===== src/rtl/rtc_pkg.sv =====
// Shared types and constants for the RTC access sequencer.
// Register addresses are listed in sweep order: sec first, year last.
package rtc_pkg;

    localparam int NUM_REGS = 6;

    localparam logic OP_READ  = 1'b0;
    localparam logic OP_WRITE = 1'b1;

    localparam logic [7:0] ADDR_SEC   = 8'h21;
    localparam logic [7:0] ADDR_MIN   = 8'h22;
    localparam logic [7:0] ADDR_HOUR  = 8'h23;
    localparam logic [7:0] ADDR_DAY   = 8'h24;
    localparam logic [7:0] ADDR_MONTH = 8'h25;
    localparam logic [7:0] ADDR_YEAR  = 8'h26;

    localparam logic [7:0] ADDR_TBL [NUM_REGS] = '{
        ADDR_SEC, ADDR_MIN, ADDR_HOUR,
        ADDR_DAY, ADDR_MONTH, ADDR_YEAR
    };

    typedef logic [2:0] idx_t;

    typedef enum logic [2:0] {
        ST_IDLE,
        ST_ISSUE_R,
        ST_ISSUE_W,
        ST_WAIT,
        ST_CAPTURE,
        ST_DONE_W
    } state_t;

    function automatic logic [7:0] reg_addr(input idx_t i);
        logic [7:0] a;
        a = ADDR_SEC;
        if (int'(i) < NUM_REGS) a = ADDR_TBL[i];
        return a;
    endfunction

endpackage


===== src/rtl/rtc_txn_timer.sv =====
// Loadable down-counter; o_tc flags the last cycle of a bus transaction wait.
// Saturates at zero so an idle counter never wraps.
module rtc_txn_timer #(
    parameter int unsigned CYCLES = 64
) (
    input  logic clk,
    input  logic reset,
    input  logic i_load,
    input  logic i_en,
    output logic o_tc
);

    localparam int W = $clog2(CYCLES + 1);

    logic [W-1:0] r_cnt;

    always_ff @(posedge clk) begin
        if (reset) begin
            r_cnt <= '0;
        end else if (i_load) begin
            r_cnt <= W'(CYCLES);
        end else if (i_en && (r_cnt != '0)) begin
            r_cnt <= r_cnt - 1'b1;
        end
    end

    assign o_tc = i_en && (r_cnt == W'(1));

endmodule


===== src/rtl/rtc_access_sequencer.sv =====
// Serialises RTC bus transactions: periodic six-register read sweeps
// plus one-shot time/date writes, with a captured register bank.
module rtc_access_sequencer
    import rtc_pkg::*;
#(
    parameter int unsigned TXN_CYCLES = 64
) (
    input  logic       clk,
    input  logic       reset,
    input  logic       tick,
    input  logic       wr_req,
    input  logic [7:0] wr_addr,
    input  logic [7:0] wr_data,
    input  logic [7:0] port_in00,
    output logic [7:0] port_out00,
    output logic [7:0] port_out01,
    output logic [1:0] port_out02,
    output logic [7:0] sec,
    output logic [7:0] min,
    output logic [7:0] hour,
    output logic [7:0] day,
    output logic [7:0] month,
    output logic [7:0] year,
    output logic       busy,
    output logic       frame_valid,
    output logic       wr_done
);

    localparam idx_t LAST_IDX = idx_t'(NUM_REGS - 1);

    state_t     r_state;
    state_t     w_next;
    idx_t       r_idx;
    idx_t       w_idx_next;
    logic       r_rpend;
    logic       r_wpend;
    logic [7:0] r_waddr;
    logic [7:0] r_wdata;
    logic [7:0] r_out_addr;
    logic [7:0] r_out_data;
    logic       r_out_op;
    logic [7:0] r_bank [NUM_REGS];
    logic       w_load;
    logic       w_en;
    logic       w_tc;
    logic       w_go_r;
    logic       w_go_w;

    rtc_txn_timer #(
        .CYCLES (TXN_CYCLES)
    ) u_timer (
        .clk    (clk),
        .reset  (reset),
        .i_load (w_load),
        .i_en   (w_en),
        .o_tc   (w_tc)
    );

    always_comb begin
        w_next     = r_state;
        w_idx_next = r_idx;
        w_load     = 1'b0;
        w_en       = 1'b0;
        unique case (r_state)
            ST_IDLE: begin
                if (r_wpend) begin
                    w_next = ST_ISSUE_W;
                end else if (r_rpend) begin
                    w_next     = ST_ISSUE_R;
                    w_idx_next = '0;
                end
            end
            ST_ISSUE_R, ST_ISSUE_W: begin
                w_load = 1'b1;
                w_next = ST_WAIT;
            end
            ST_WAIT: begin
                w_en = 1'b1;
                if (w_tc) begin
                    w_next = (r_out_op == OP_WRITE) ? ST_DONE_W : ST_CAPTURE;
                end
            end
            ST_CAPTURE: begin
                if (r_idx == LAST_IDX) begin
                    w_next = ST_IDLE;
                end else begin
                    w_idx_next = r_idx + 3'd1;
                    w_next     = ST_ISSUE_R;
                end
            end
            ST_DONE_W: begin
                w_next = ST_IDLE;
            end
            default: begin
                w_next = ST_IDLE;
            end
        endcase
    end

    assign w_go_r = (w_next == ST_ISSUE_R);
    assign w_go_w = (w_next == ST_ISSUE_W);

    always_ff @(posedge clk) begin
        if (reset) begin
            r_state <= ST_IDLE;
            r_idx   <= '0;
        end else begin
            r_state <= w_next;
            r_idx   <= w_idx_next;
        end
    end

    // A request arriving on the issue edge re-arms the flag rather than being lost.
    always_ff @(posedge clk) begin
        if (reset) begin
            r_rpend <= 1'b0;
            r_wpend <= 1'b0;
            r_waddr <= '0;
            r_wdata <= '0;
        end else begin
            r_rpend <= tick | (r_rpend & ~(w_go_r && (r_state == ST_IDLE)));
            r_wpend <= wr_req | (r_wpend & ~w_go_w);
            if (wr_req) begin
                r_waddr <= wr_addr;
                r_wdata <= wr_data;
            end
        end
    end

    always_ff @(posedge clk) begin
        if (reset) begin
            r_out_addr <= '0;
            r_out_data <= '0;
            r_out_op   <= OP_READ;
        end else if (w_go_w) begin
            r_out_addr <= r_waddr;
            r_out_data <= r_wdata;
            r_out_op   <= OP_WRITE;
        end else if (w_go_r) begin
            r_out_addr <= reg_addr(w_idx_next);
            r_out_op   <= OP_READ;
        end
    end

    always_ff @(posedge clk) begin
        if (reset) begin
            for (int k = 0; k < NUM_REGS; k++) begin
                r_bank[k] <= '0;
            end
        end else if (r_state == ST_CAPTURE) begin
            r_bank[r_idx] <= port_in00;
        end
    end

    assign port_out00  = r_out_data;
    assign port_out01  = r_out_addr;
    assign port_out02  = {r_out_op,
                          (r_state == ST_ISSUE_R) || (r_state == ST_ISSUE_W)};
    assign sec         = r_bank[0];
    assign min         = r_bank[1];
    assign hour        = r_bank[2];
    assign day         = r_bank[3];
    assign month       = r_bank[4];
    assign year        = r_bank[5];
    assign busy        = (r_state != ST_IDLE) | r_rpend | r_wpend;
    assign frame_valid = (r_state == ST_CAPTURE) && (r_idx == LAST_IDX);
    assign wr_done     = (r_state == ST_DONE_W);

endmodule


===== config.mk =====
export PLATFORM = sky130hd
export DESIGN_NAME = rtc_access_sequencer
export DESIGN_NICKNAME = d
export VERILOG_FILES = /design/src/rtl/rtc_pkg.sv /design/src/rtl/rtc_txn_timer.sv /design/src/rtl/rtc_access_sequencer.sv
export SDC_FILE = /design/constraint.sdc
export NUM_CORES = 1
export LEC_CHECK = 0
export BUFFER_PORTS_ARGS = -buffer_cell sky130_fd_sc_hd__buf_2
export CORE_MARGIN = 2
export CORE_UTILIZATION = 49
export CTS_BUF_LIST = sky130_fd_sc_hd__clkbuf_4
export DETAILED_ROUTE_END_ITERATION = 8
export GPL_TIMING_DRIVEN = 1
export HOLD_SLACK_MARGIN = 0.08
export PLACE_DENSITY = 0.86
export SLEW_MARGIN = 20
export SYNTH_ARGS = -nofsm -noshare
export SYNTH_HDL_FRONTEND = slang
export SYNTH_SLANG_ARGS = --single-unit

===== constraint.sdc =====
create_clock -name clk -period 1.9 [get_ports clk]
set_input_delay 0.285 -clock clk [delete_from_list [all_inputs] [get_ports clk]]
set_output_delay 0.285 -clock clk [all_outputs]
set_load 0.05 [all_outputs]

==> results_dict.tcl <==
set metrics [dict create \
    synth-compound-area-share_pct 6.80 \
    cap_violations 0 \
    fin_crit_ns 1.94 \
    crit_slowest_cell "dfxtp_2" \
    crit_top_cell "buf_6" \
    peakVddDrop_v 0.000516 \
    maxSlewHeadroom_pct 65.9 \
    status "complete, but fails checks" \
    grt-ovfl-total 0 \
    worst_hold_path.num_cells 3 \
    crit_family "simple AND/OR/NAND/NOR gates" \
    initial_core_util_pct 49.8 \
    post_drt_via_cell_ratio 4.98 \
    routed_wl_mm 7.94 \
    coreArea_sq_um 7650 \
    crit_fanout 9 \
    finish.utilization_pct 62.4 \
    diodes 0 \
    synthCells 350 \
    async_flop_share_pct 0 \
    grt_max_degree 38 \
    netlist_area_sq_um 3810 \
    yosysUniqueCellTypes 48 \
    track_usage_pct 18.7 \
    worstMarginPinSlew_ns 0.508 \
    synth_seq_cells 96 \
    fin_crit_sh_pct 102 \
    dr.pass1.iters 5 \
    whs_ns 0.0928 \
    critPathCaptureType "output pin" \
    seq_area_frac_synth_pct 63.0 \
    post_layout_nonfiller_instances 575 \
    antenna_found_initial 0 \
    yosys.area_share.simple_pct 18.7 \
    criticalPathCategory "flip-flop to output pin" \
    grt_pass1_wl_mm 12.5 \
    wire_per_inst_um 13.8 \
    fin_area_sq_um 4770 \
    fp.dieH_um 92.2 \
    synth_top_family_by_area "simple AND/OR/NAND/NOR gates" \
    syn_nets 384 \
    fmax_mhz 515 \
    synth_area_leader_cell "edfxtp_1" \
    cp.required_ns 1.62 \
    setup-violations-final 1 \
    final_net_count 502 \
    synth_flop_cell "edfxtp_1" \
    root_buffer "clkbuf_4" \
    cp.depth 4 \
    placed_cell_area_sq_um 4500 \
    yosys.area_share.xor_xnor_pct 1.61 \
    hold_path_class "primary input to flip-flop" \
    worstPathCellList "buf_6 > nor4_4 > or2b_1 > buf_6" \
    drt_iter0_drc 151 \
    synthAdderAreaFrac_pct 1.97 \
    switchingPower_mw 1.10 \
    place_inst 553 \
    clk_latency_ns 0.42 \
    syn_area_per_cell_sq_um 10.9 \
    power_density_nw_per_um2 833 \
    boundaryPins 97 \
    total_leakage_power_nw 2.07 \
    synth_area_leaders "edfxtp_1 (38%), dfxtp_1 (25%), nor2_1 (8.5%), mux2i_1 (4.2%), nand2_1 (3.0%)" \
    finalWeightedCongestion 0.842 \
    yosysWarnings 0 \
    setup_ws_ns -0.0414 \
    port_buffers 96 \
    detailroute.via_count 2864 \
    synth-edff-count 48 \
    route.detailed.drc 0 \
    grt_pass1_vias 2697 \
    switching_share_pct 27.6 \
    num_rows 32 \
    dp_hpwl_mm 5.74 \
    htreeDepth 3 \
    rr_worst_depth 6 \
    cts_tree "done" \
    syn2layout_area_growth_pct 25.2 \
    drive_above_1_share_pct 33.4 \
    numCtsBuffers 9 \
    clock-sinks 96 \
    dieArea_sq_um 8500 \
    start_kind "flip-flop" \
    synth_top_area_share_pct 37.8 \
    die_x_um 92.2 \
    hold_violations 0 \
    p_seq_share_pct 58.0 \
    arrival_ns 1.66 \
    final_max_slew_viol_count 0 \
    ff2ff_setup_slack_ns 0.11 \
    clkPwrFrac_pct 27.0 \
    muxShareOfSynthArea_pct 4.20 \
    fin_skew_ns 0.0182 \
    worst_path_largest_cell_delay_ns 0.36 \
    postRouteAntennaNets 0 \
    cp_num_buf_inv 2 \
    internal-power_mw 2.87 \
    rsz0062_at_grt "yes" \
    clk_pin_slew_ns 0.14 \
    combPwrFrac_pct 15.1 \
    violations "setup timing" \
    clockBufferDepth 2 \
]
==> final cells by class <==
type | count | area, sq um
clock buffers | 11 | 82.6
clock inverters | 5 | 58.8
fillers | 634 | 2880
inverters | 16 | 60.1
multi-input cells | 221 | 1310
flip-flops and latches | 96 | 2410
well taps | 102 | 128
repair buffers | 124 | 726
==> layout by cell type (no fill, tap or decap), drive strengths merged, types with 2 or more instances in the layout <==
cell	count
o21ai	3
or3	2
clkinvlp	2
nor3	8
nor2	88
or2b	2
xnor2	3
clkbuf	11
nand3	9
nand2b	4
inv	17
ha	6
mux2i	16
xor2	4
dlygate4sd3	5
nand2	30
nor4	3
nor2b	2
a22oi	4
a21oi	16
buf	119
dfxtp	48
edfxtp	48
a311oi	2
==> metal layers <==
metal / GRT usage (%) / up-vias / routed length [um]
li1: - / 1423 / -
met1: 23.2 / 1319 / 3330
met2: 32.1 / 112 / 3940
met3: 4.35 / 10 / 586
met4: 6.09 / 0 / 86
met5: 0 / - / 0
==> worst reg2reg max path, cell delays in order, from the launching register on <==
cell and delay, ns:
dfxtp_1 0.34, buf_4 0.16, ha_1 0.23, a221oi_1 0.32
a311oi_2 0.13, a2111oi_2 0.40, o31a_1 0.18
==> power groups by stage <==
stage	clock, mW	combinational, mW	sequential [mW]
after floorplan	0	0.254	2.52
final	1.07	0.598	2.30
after global routing	1.16	0.641	2.31
after CTS	1.09	0.598	2.30
after detailed placement	0	0.574	2.35
after global placement	0	0.565	2.34
==> metrics by stage <==
stage	TNS (ns)	setup WS (ns)	power, mW
6_report	-0.0414	-0.0414	3.97
3_3_place_gp	0	0.114	2.91
4_1_cts	-0.0420	-0.0420	3.99
3_5_place_dp	0	0.0272	2.92
5_1_grt	-0.139	-0.0848	4.11
2_1_floorplan	0	0.0199	2.78
==> state kept, by name (all words and copies together) (netlist names) <==
register	cells
port_out00	8
port_out01	8
r_bank	48
r_idx	3
r_out_op	1
r_rpend	1
r_state	3
r_waddr	8
r_wdata	8
r_wpend	1
u_timer.r_cnt	7
==> cells in the mapped netlist, types with 2 or more instances <==
cell      instances
xor2_1            4
or2b_1            2
a21oi_1          16
edfxtp_1         48
dfxtp_1          48
nor2_1           86
or3_1             2
buf_4             3
mux2i_1          16
a22oi_1           4
inv_1            16
clkbuf_1          6
nor4_1            2
nor2b_1           2
buf_2             5
nand2_1          30
nand3_2           2
nand2b_1          4
nor3_1            8
o21ai_0           3
nand3_1           7
ha_1              6
xnor2_1           3
buf_1             3
==> repair_timing <==
item / CTS / global route
hold buffers: 5 / 0
buffers inserted: 0 / 1
resized for setup: 14 / 7
pin swaps: 0 / 2
hold endpoints to repair: 5 / 0
setup endpoints to repair: 4 / 5
==> path summary, 6_finish.rpt <==
check | startpoint | to
worst max-delay path | r_state[2] | busy
worst min-delay path | wr_data[7] | r_wdata[7]
worst max register to register | r_idx[0] | port_out01[2]
worst min register to register | port_out00[0] | port_out00[0]
==> cells by family after synthesis <==
logic type / Yosys count
AND/OR/NAND/NOR: 157
flip-flops: 96
AO/OA/AOI/OAI: 35
buffers and inverters: 33
multiplexers: 16
XOR/XNOR: 7
adder cells (fa/ha/maj): 6
Power figures use the tool's default switching activity.
